`config.mk`:
```
export PLATFORM = sky130hd
export DESIGN_NAME = latch_write_sequencer
export DESIGN_NICKNAME = d
export VERILOG_FILES = /design/src/rtl/latch_wr_pkg.sv /design/src/rtl/latch_wr_timer.sv /design/src/rtl/latch_write_sequencer.sv
export SDC_FILE = /design/constraint.sdc
export NUM_CORES = 1
export LEC_CHECK = 0
export BUFFER_PORTS_ARGS = -buffer_cell sky130_fd_sc_hd__buf_4
export CAP_MARGIN = 20
export CORE_MARGIN = 4
export CORE_UTILIZATION = 40
export DETAILED_ROUTE_END_ITERATION = 7
export PLACE_DENSITY = 0.71
export SYNTH_ARGS = -nofsm -noshare
export SYNTH_HDL_FRONTEND = slang
export SYNTH_SLANG_ARGS = --single-unit
```
`constraint.sdc`:
```
create_clock -name clk -period 2.2 [get_ports clk]
set_clock_uncertainty 0.05 [all_clocks]
set_input_delay 0.66 -clock clk [delete_from_list [all_inputs] [get_ports clk]]
set_output_delay 0.66 -clock clk [all_outputs]
set_load 0.05 [all_outputs]
```
`src/rtl/latch_wr_pkg.sv`:
```
// Shared types and default timing for the latch write sequencer.
// The LATCH_WR_VERIFY_EN build makes the VERIFY state reachable.
package latch_wr_pkg;

  typedef enum logic [2:0] {
    IDLE,
    SETUP,
    PULSE,
    HOLD,
    VERIFY
  } state_t;

  localparam int LW_SETUP_DEF = 1;
  localparam int LW_PULSE_DEF = 2;
  localparam int LW_HOLD_DEF  = 1;

  function automatic int lw_max3(input int a, input int b, input int c);
    int m;
    m = (a > b) ? a : b;
    return (m > c) ? m : c;
  endfunction

endpackage

```
`src/rtl/latch_wr_timer.sv`:
```
// Loadable down-counter shared by the setup, pulse and hold windows.
// expired is high during the last cycle of a loaded window.
module latch_wr_timer #(
  parameter int W = 2
) (
  input  logic         clk,
  input  logic         reset_n,
  input  logic         load,
  input  logic [W-1:0] load_val,
  output logic         expired
);

  logic [W-1:0] count;

  always_ff @(posedge clk) begin
    if (!reset_n) begin
      count <= '0;
    end else if (load) begin
      count <= load_val;
    end else if (count != '0) begin
      count <= count - 1'b1;
    end
  end

  assign expired = (count == W'(1));

endmodule

```
`src/rtl/latch_write_sequencer.sv`:
```
// Drives the gated D-latch bank: present D, setup, enable pulse, hold.
// Define LATCH_WR_VERIFY_EN to add a Q readback cycle that flags failed writes on err.
module latch_write_sequencer
  import latch_wr_pkg::*;
#(
  parameter int WIDTH     = 8,
  parameter int SETUP_CYC = LW_SETUP_DEF,
  parameter int PULSE_CYC = LW_PULSE_DEF,
  parameter int HOLD_CYC  = LW_HOLD_DEF
) (
  input  logic             clk,
  input  logic             reset_n,
  input  logic             in_valid,
  output logic             in_ready,
  input  logic [WIDTH-1:0] in_data,
  output logic [WIDTH-1:0] lat_d,
  output logic             lat_en,
  input  logic [WIDTH-1:0] lat_q,
  output logic             done,
  output logic             err
);

  localparam int TW = $clog2(lw_max3(SETUP_CYC, PULSE_CYC, HOLD_CYC) + 1);

  if (WIDTH < 1 || SETUP_CYC < 1 || PULSE_CYC < 1 || HOLD_CYC < 1) begin : g_bad_param
    $error("latch_write_sequencer: WIDTH and all cycle counts must be >= 1");
  end

  state_t           state, state_next;
  logic [WIDTH-1:0] lat_d_next;
  logic             lat_en_next;
  logic             in_ready_next;
  logic             done_next;
  logic             err_next;
  logic             tmr_load;
  logic [TW-1:0]    tmr_val;
  logic             tmr_expired;

  latch_wr_timer #(.W(TW)) u_timer (
    .clk      (clk),
    .reset_n  (reset_n),
    .load     (tmr_load),
    .load_val (tmr_val),
    .expired  (tmr_expired)
  );

`ifndef LATCH_WR_VERIFY_EN
  logic unused_lat_q;
  assign unused_lat_q = ^lat_q;
`endif

  // Every port is a register; the comb block computes their next values.
  always_ff @(posedge clk) begin
    if (!reset_n) begin
      state    <= IDLE;
      lat_d    <= '0;
      lat_en   <= 1'b0;
      in_ready <= 1'b0;
      done     <= 1'b0;
      err      <= 1'b0;
    end else begin
      state    <= state_next;
      lat_d    <= lat_d_next;
      lat_en   <= lat_en_next;
      in_ready <= in_ready_next;
      done     <= done_next;
      err      <= err_next;
    end
  end

  always_comb begin
    state_next    = state;
    lat_d_next    = lat_d;
    lat_en_next   = 1'b0;
    in_ready_next = 1'b0;
    done_next     = 1'b0;
    err_next      = 1'b0;
    tmr_load      = 1'b0;
    tmr_val       = '0;
    case (state)
      IDLE: begin
        in_ready_next = 1'b1;
        if (in_valid && in_ready) begin
          lat_d_next    = in_data;
          tmr_load      = 1'b1;
          tmr_val       = TW'(SETUP_CYC);
          state_next    = SETUP;
          in_ready_next = 1'b0;
        end
      end
      SETUP: begin
        if (tmr_expired) begin
          tmr_load    = 1'b1;
          tmr_val     = TW'(PULSE_CYC);
          lat_en_next = 1'b1;
          state_next  = PULSE;
        end
      end
      PULSE: begin
        lat_en_next = 1'b1;
        if (tmr_expired) begin
          tmr_load    = 1'b1;
          tmr_val     = TW'(HOLD_CYC);
          lat_en_next = 1'b0;
          state_next  = HOLD;
        end
      end
      HOLD: begin
        if (tmr_expired) begin
`ifdef LATCH_WR_VERIFY_EN
          state_next    = VERIFY;
`else
          state_next    = IDLE;
          done_next     = 1'b1;
          in_ready_next = 1'b1;
`endif
        end
      end
`ifdef LATCH_WR_VERIFY_EN
      VERIFY: begin
        // Latch has been closed for HOLD_CYC cycles, so Q is settled here.
        state_next    = IDLE;
        done_next     = 1'b1;
        err_next      = (lat_q != lat_d);
        in_ready_next = 1'b1;
      end
`endif
      default: state_next = IDLE;
    endcase
  end

endmodule

```
* Yosys cells after proc, flatten, opt, wreduce, memory -nomap -nowiden
Index checks and enable logic that the tools add are counted.
W data, S select, Z words.
** Word-level totals
- Bits in writable memories :: 0
- Logic and storage cells :: 41
- Input bits :: 19
- Memory bits (read-only) :: 0
- Memories :: 0
- Latch bits :: 0
- Register bits :: 16
** Operators by class
- Multiplexer cells :: 18
- $mul :: 0
- Order comparisons :: 0
- Shift-type cells :: 0
- Add/sub/neg operators :: 1
- Div/mod/pow operators :: 0
- Eq/ne operators :: 8
- Reductions and logical operators :: 8
- Bitwise logic cells :: 0
** Operators by type and width (number)
- $mux W3 :: 4
- $pmux W3 S4 :: 1
- $ne A2 B2 Y1 const B :: 4
- $eq A3 B2 Y1 const B :: 2
- $mux W1 :: 6
- $mux W2 :: 3
- $pmux W1 S2 :: 3
- $pmux W2 S3 :: 1
- $reduce_and A2 Y1 :: 2
- $reduce_and A4 Y1 :: 1
- $reduce_bool A2 Y1 :: 2
- $eq A3 B1 Y1 const B :: 1
- $logic_not A3 Y1 :: 1
- $eq A2 B1 Y1 const B :: 1
- $reduce_or A2 Y1 :: 1
- $sub A2 B1 Y2 const B :: 1
- $logic_and A1 B1 Y1 :: 1

* Longest topological paths before layout
- Word-level depth :: 4
- Mapped depth :: 6
- Gate-level depth less buffers :: 5

* Modules after synthesis
Synthesis repeated with hierarchy kept, for this count alone.
** Unflattened totals
- Cells, all modules :: 85
- Area total of the unflattened synthesis :: 779.5 um^2
** Modules (own cells, without submodules)
- latch_write_sequencer :: area each 650.6 um^2, times used 1, cells each 71, seq. area each 260.2 um^2
- latch_wr_timer :: area each 128.9 um^2, times used 1, cells each 14, seq. area each 40.0 um^2

* Least setup slack after synthesis
OpenSTA, ideal clock, no wires.
- Kind :: register to register
- From :: register in_ready
- To :: register u_timer.count[0]
- Path slack :: 0.746 ns
- Buffers on the path :: 0
- Stages on the path, launching flop included :: 3
- Setup time :: 0.122 ns
- Clock period less this slack :: 1.454 ns
- Arrival time :: 1.282 ns
- Cell sequence :: dfxtp_1 > a32oi_1 > o311a_1
** Between the ends
- Cells in the longest elaborated chain, start to end :: 4
** Ends and longest elaborated chain
- start: declaration :: line latch_write_sequencer.sv:14 : output logic in_ready,
- start signal: assignment :: line latch_write_sequencer.sv:65 : in_ready <= in_ready_next;
- $logic_and A1 B1 Y1 (*) :: line latch_write_sequencer.sv:83 : if (in_valid && in_ready) begin
- $mux W1 :: line latch_write_sequencer.sv:83
- $pmux W2 S3 / $pmux W1 S2 (equally long branches) :: line latch_write_sequencer.sv:80 : case (state)
- $mux W2 / $reduce_bool A2 Y1 (equally long branches)
- end signal: assignment :: line latch_wr_timer.sv:19 : count <= load_val;
- end signal: assignment :: line latch_wr_timer.sv:21 : count <= count - 1'b1;
- end: declaration :: line latch_wr_timer.sv:13 : logic [W-1:0] count;
Mark *: on every way between the ends. The rest lies on a longest branch, timed or not.
A chain may end at the register's enable or synchronous reset.

* Worst setup path after layout
- From :: register in_ready
- To :: output in_ready
No word-level cell between the ends.

==> summary.txt <==
Status
  – Status: completed

STA
  – Worst Setup Slack, final: 556 ps
  – Crit path time final: 1640 ps
  – Period Utilization, post-route: 0.747
  – Peak Freq: 608 MHz
  – Hold Vio Cnt, Final: 0
  – # setup viols final: 0
  – RSZ-0062 raised after global routing: false
  – Fin. max-slew vios: 0
  – Setup TNS: 0 ps

CTS
  – CTS tree: built
  – Root Driver: clkbuf_4
  – CTS sink count: 15
  – Clk_lat worst skew: 270 ps
  – H-tree depth: 1
  – Worst-path clk slew: 80 ps
  – TritonCTS Buffers: 3
  – Post-cts sizing count: 0
  – Post-CTS setup buffer count: 0
  – Hold buffer count at cts: 0
  – Clock Path Buffers: 2

Drt
  – Final antenna-violating net count: 0
  – First-pass iteration count of the detailed router: 4
  – Vias: 601
  – Vias per inst: 4.70
  – Final wirelength: 1370 µm
  – First DRT Iteration DRCs: 16
  – Wire length per cell: 10.7 µm
  – DRC errors left: 0

Floorplanning
  – Rows: 15
  – Die Width: 51.0 µm
  – Vert. Die Dim: 51.0 µm
  – Core outline area: 0.00175 mm²
  – Initial core utilization: 0.423
  – Die Area: 0.00260 mm²
  – IO Pins: 31

Layout
  – Post-Layout Inst Area: 933 µm²
  – Nets: 130
  – Final antenna diode count: 0
  – Layout area overhead: 26.4%
  – Layout cells sized above 1: 0.272
  – Number of standard cells in the final layout excluding fillers: 128

Global route
  – Initial antenna violation count: 0
  – Largest net degree at the start of global routing: 18
  – Vias in the first global route: 520
  – Grt ovf: 0
  – GRT Util Overall: 0.110
  – First-pass GRT wire length: 2190 µm

Worst setup path
  – Max FO, Critical Path: 5
  – R2R depth: 5
  – Crit-path slowest cell: dfxtp_1
  – CP peak stage delay: 420 ps
  – Reg2Reg Setup Slack: 670 ps
  – Critical Path, Cell by Cell: buf_4
  – CP Depth: 1
  – Critical Path RT: 1490 ps
  – Startpoint Class: flop
  – CP bufs+invs: 1
  – CP Class: reg -> out
  – Endpoint arrival time on the critical path: 930 ps
  – Family with the most delay on the worst path: flip-flops
  – Worst Setup End Kind: primary output

Min path
  – Worst Hold Path Cells: 2
  – Worst hold path type: reg -> reg

Synth
  – Most common cell in the netlist: nand2_1
  – Post-synth top cells: 21 x nand2_1, 15 x dfxtp_1, 8 x a21boi_1
  – Synth area leaders: dfxtp_1 41%, ha_1 12%, nand2_1 11%
  – Post-synth top flop: dfxtp_1
  – Post-synth EDFFs: 0
  – Mapped Avg Cell Area: 9.11 µm²
  – Synth cell types: 28
  – Syn Inst Count: 81
  – Synth Warn #: 0
  – #FFs+latches synth: 15
  – Top-area cell type share of the netlist area: 0.407
  – Post-Syn Area: 738 µm²
  – Asr flop ratio synth: 0
  – Sequential area share after synthesis: 0.407
  – Syn_nets: 107
  – Biggest area consumer among synthesized cells: dfxtp_1

Placement
  – Dpl cells: 124
  – IO buf count: 21
  – Placed inst area: 907 µm²
  – Placer congestion estimate: 0.816
  – Post-DP HPWL: 1040 µm
  – Pre-CTS setup slack: 633 ps

Power and ir drop
  – Switch share: 0.418
  – Cell Pwr Density: 1090 mW/mm²
  – Sequential share of power: 0.368
  – Comb power frac: 0.482
  – Clk pwr share: 0.150
  – Internal power: 594 µW
  – Leakage Power: 0.000417 µW
  – Maximum vdd drop: 526 µV
  – Total net switching power: 426 µW

Flow run
  – Max Cap Viol: 0
-- state kept, by name (all words and copies together), names as in the netlist --
signal         count
done               1
in_ready           1
lat_d              8
lat_en             1
state              2
u_timer.count      2
-- cell families after synthesis --
family	Yosys count	synth area share
buf+inv	7	0.0474
other cells	1	0.00508
simple gates	30	0.193
fa+ha+maj	7	0.119
compound gates	19	0.203
mux	1	0.0136
flops	15	0.407
xor+xnor	1	0.0119
-- routing by layer --
metal  up-vias  GRT usage  routed length (µm)
li1        316          -                   -
met4         0     0.0404                   0
met2        17      0.197                 659
met3         0     0.0233                 108
met1       268      0.126                 605
met5         -          0                   0
-- power by group through the flow --
stage | logic (µW) | clock network, µW | registers [µW]
3_3_place_gp | 489 | 0 | 379
3_5_place_dp | 494 | 0 | 382
5_1_grt | 545 | 174 | 384
4_1_cts | 497 | 160 | 375
2_1_floorplan | 274 | 0 | 488
6_report | 492 | 153 | 375
-- tightest hold or removal path, stage by stage, from the launching register on --
cell and delay, ps:
dfxtp_1 320, nand2_1 50, a21boi_1 50
-- stage by stage --
stage | utilization | hold slack, ps | total power [µW]
5_1_grt | 0.535 | 428 | 1100
4_1_cts | 0.535 | 408 | 1030
3_5_place_dp | 0.520 | 396 | 877
6_report | 0.535 | 407 | 1020
3_3_place_gp | 0.520 | 391 | 868
2_1_floorplan | - | 418 | 761
-- cell type report --
| class | count | area, µm² |
|---|---|---|
| fill | 173 | 812 |
| multi-input combinational | 59 | 403 |
| sequential | 15 | 300 |
| timing repair buffer | 21 | 158 |
| tap | 25 | 31.3 |
| clock buffer | 4 | 26.3 |
| inverter | 4 | 15.0 |
-- worst paths after layout --
kind / from / endpoint
max: in_ready / in_ready
min: lat_d[6] / lat_d[6]
max reg2reg: state[0] / u_timer.count[0]
min reg2reg: lat_d[6] / lat_d[6]
-- cells in the final DEF (no fill, tap or decap), types with 2 or more instances in the layout --
master    netlist  routed
buf_4           2      21
clkbuf_4        0       3
o21a_1          2       2
inv_1           4       4
nand2_1        21      21
and2_1          2       2
ha_1            7       7
a21boi_1        8       8
dfxtp_1        15      15
(Power assumes the default switching activity.)
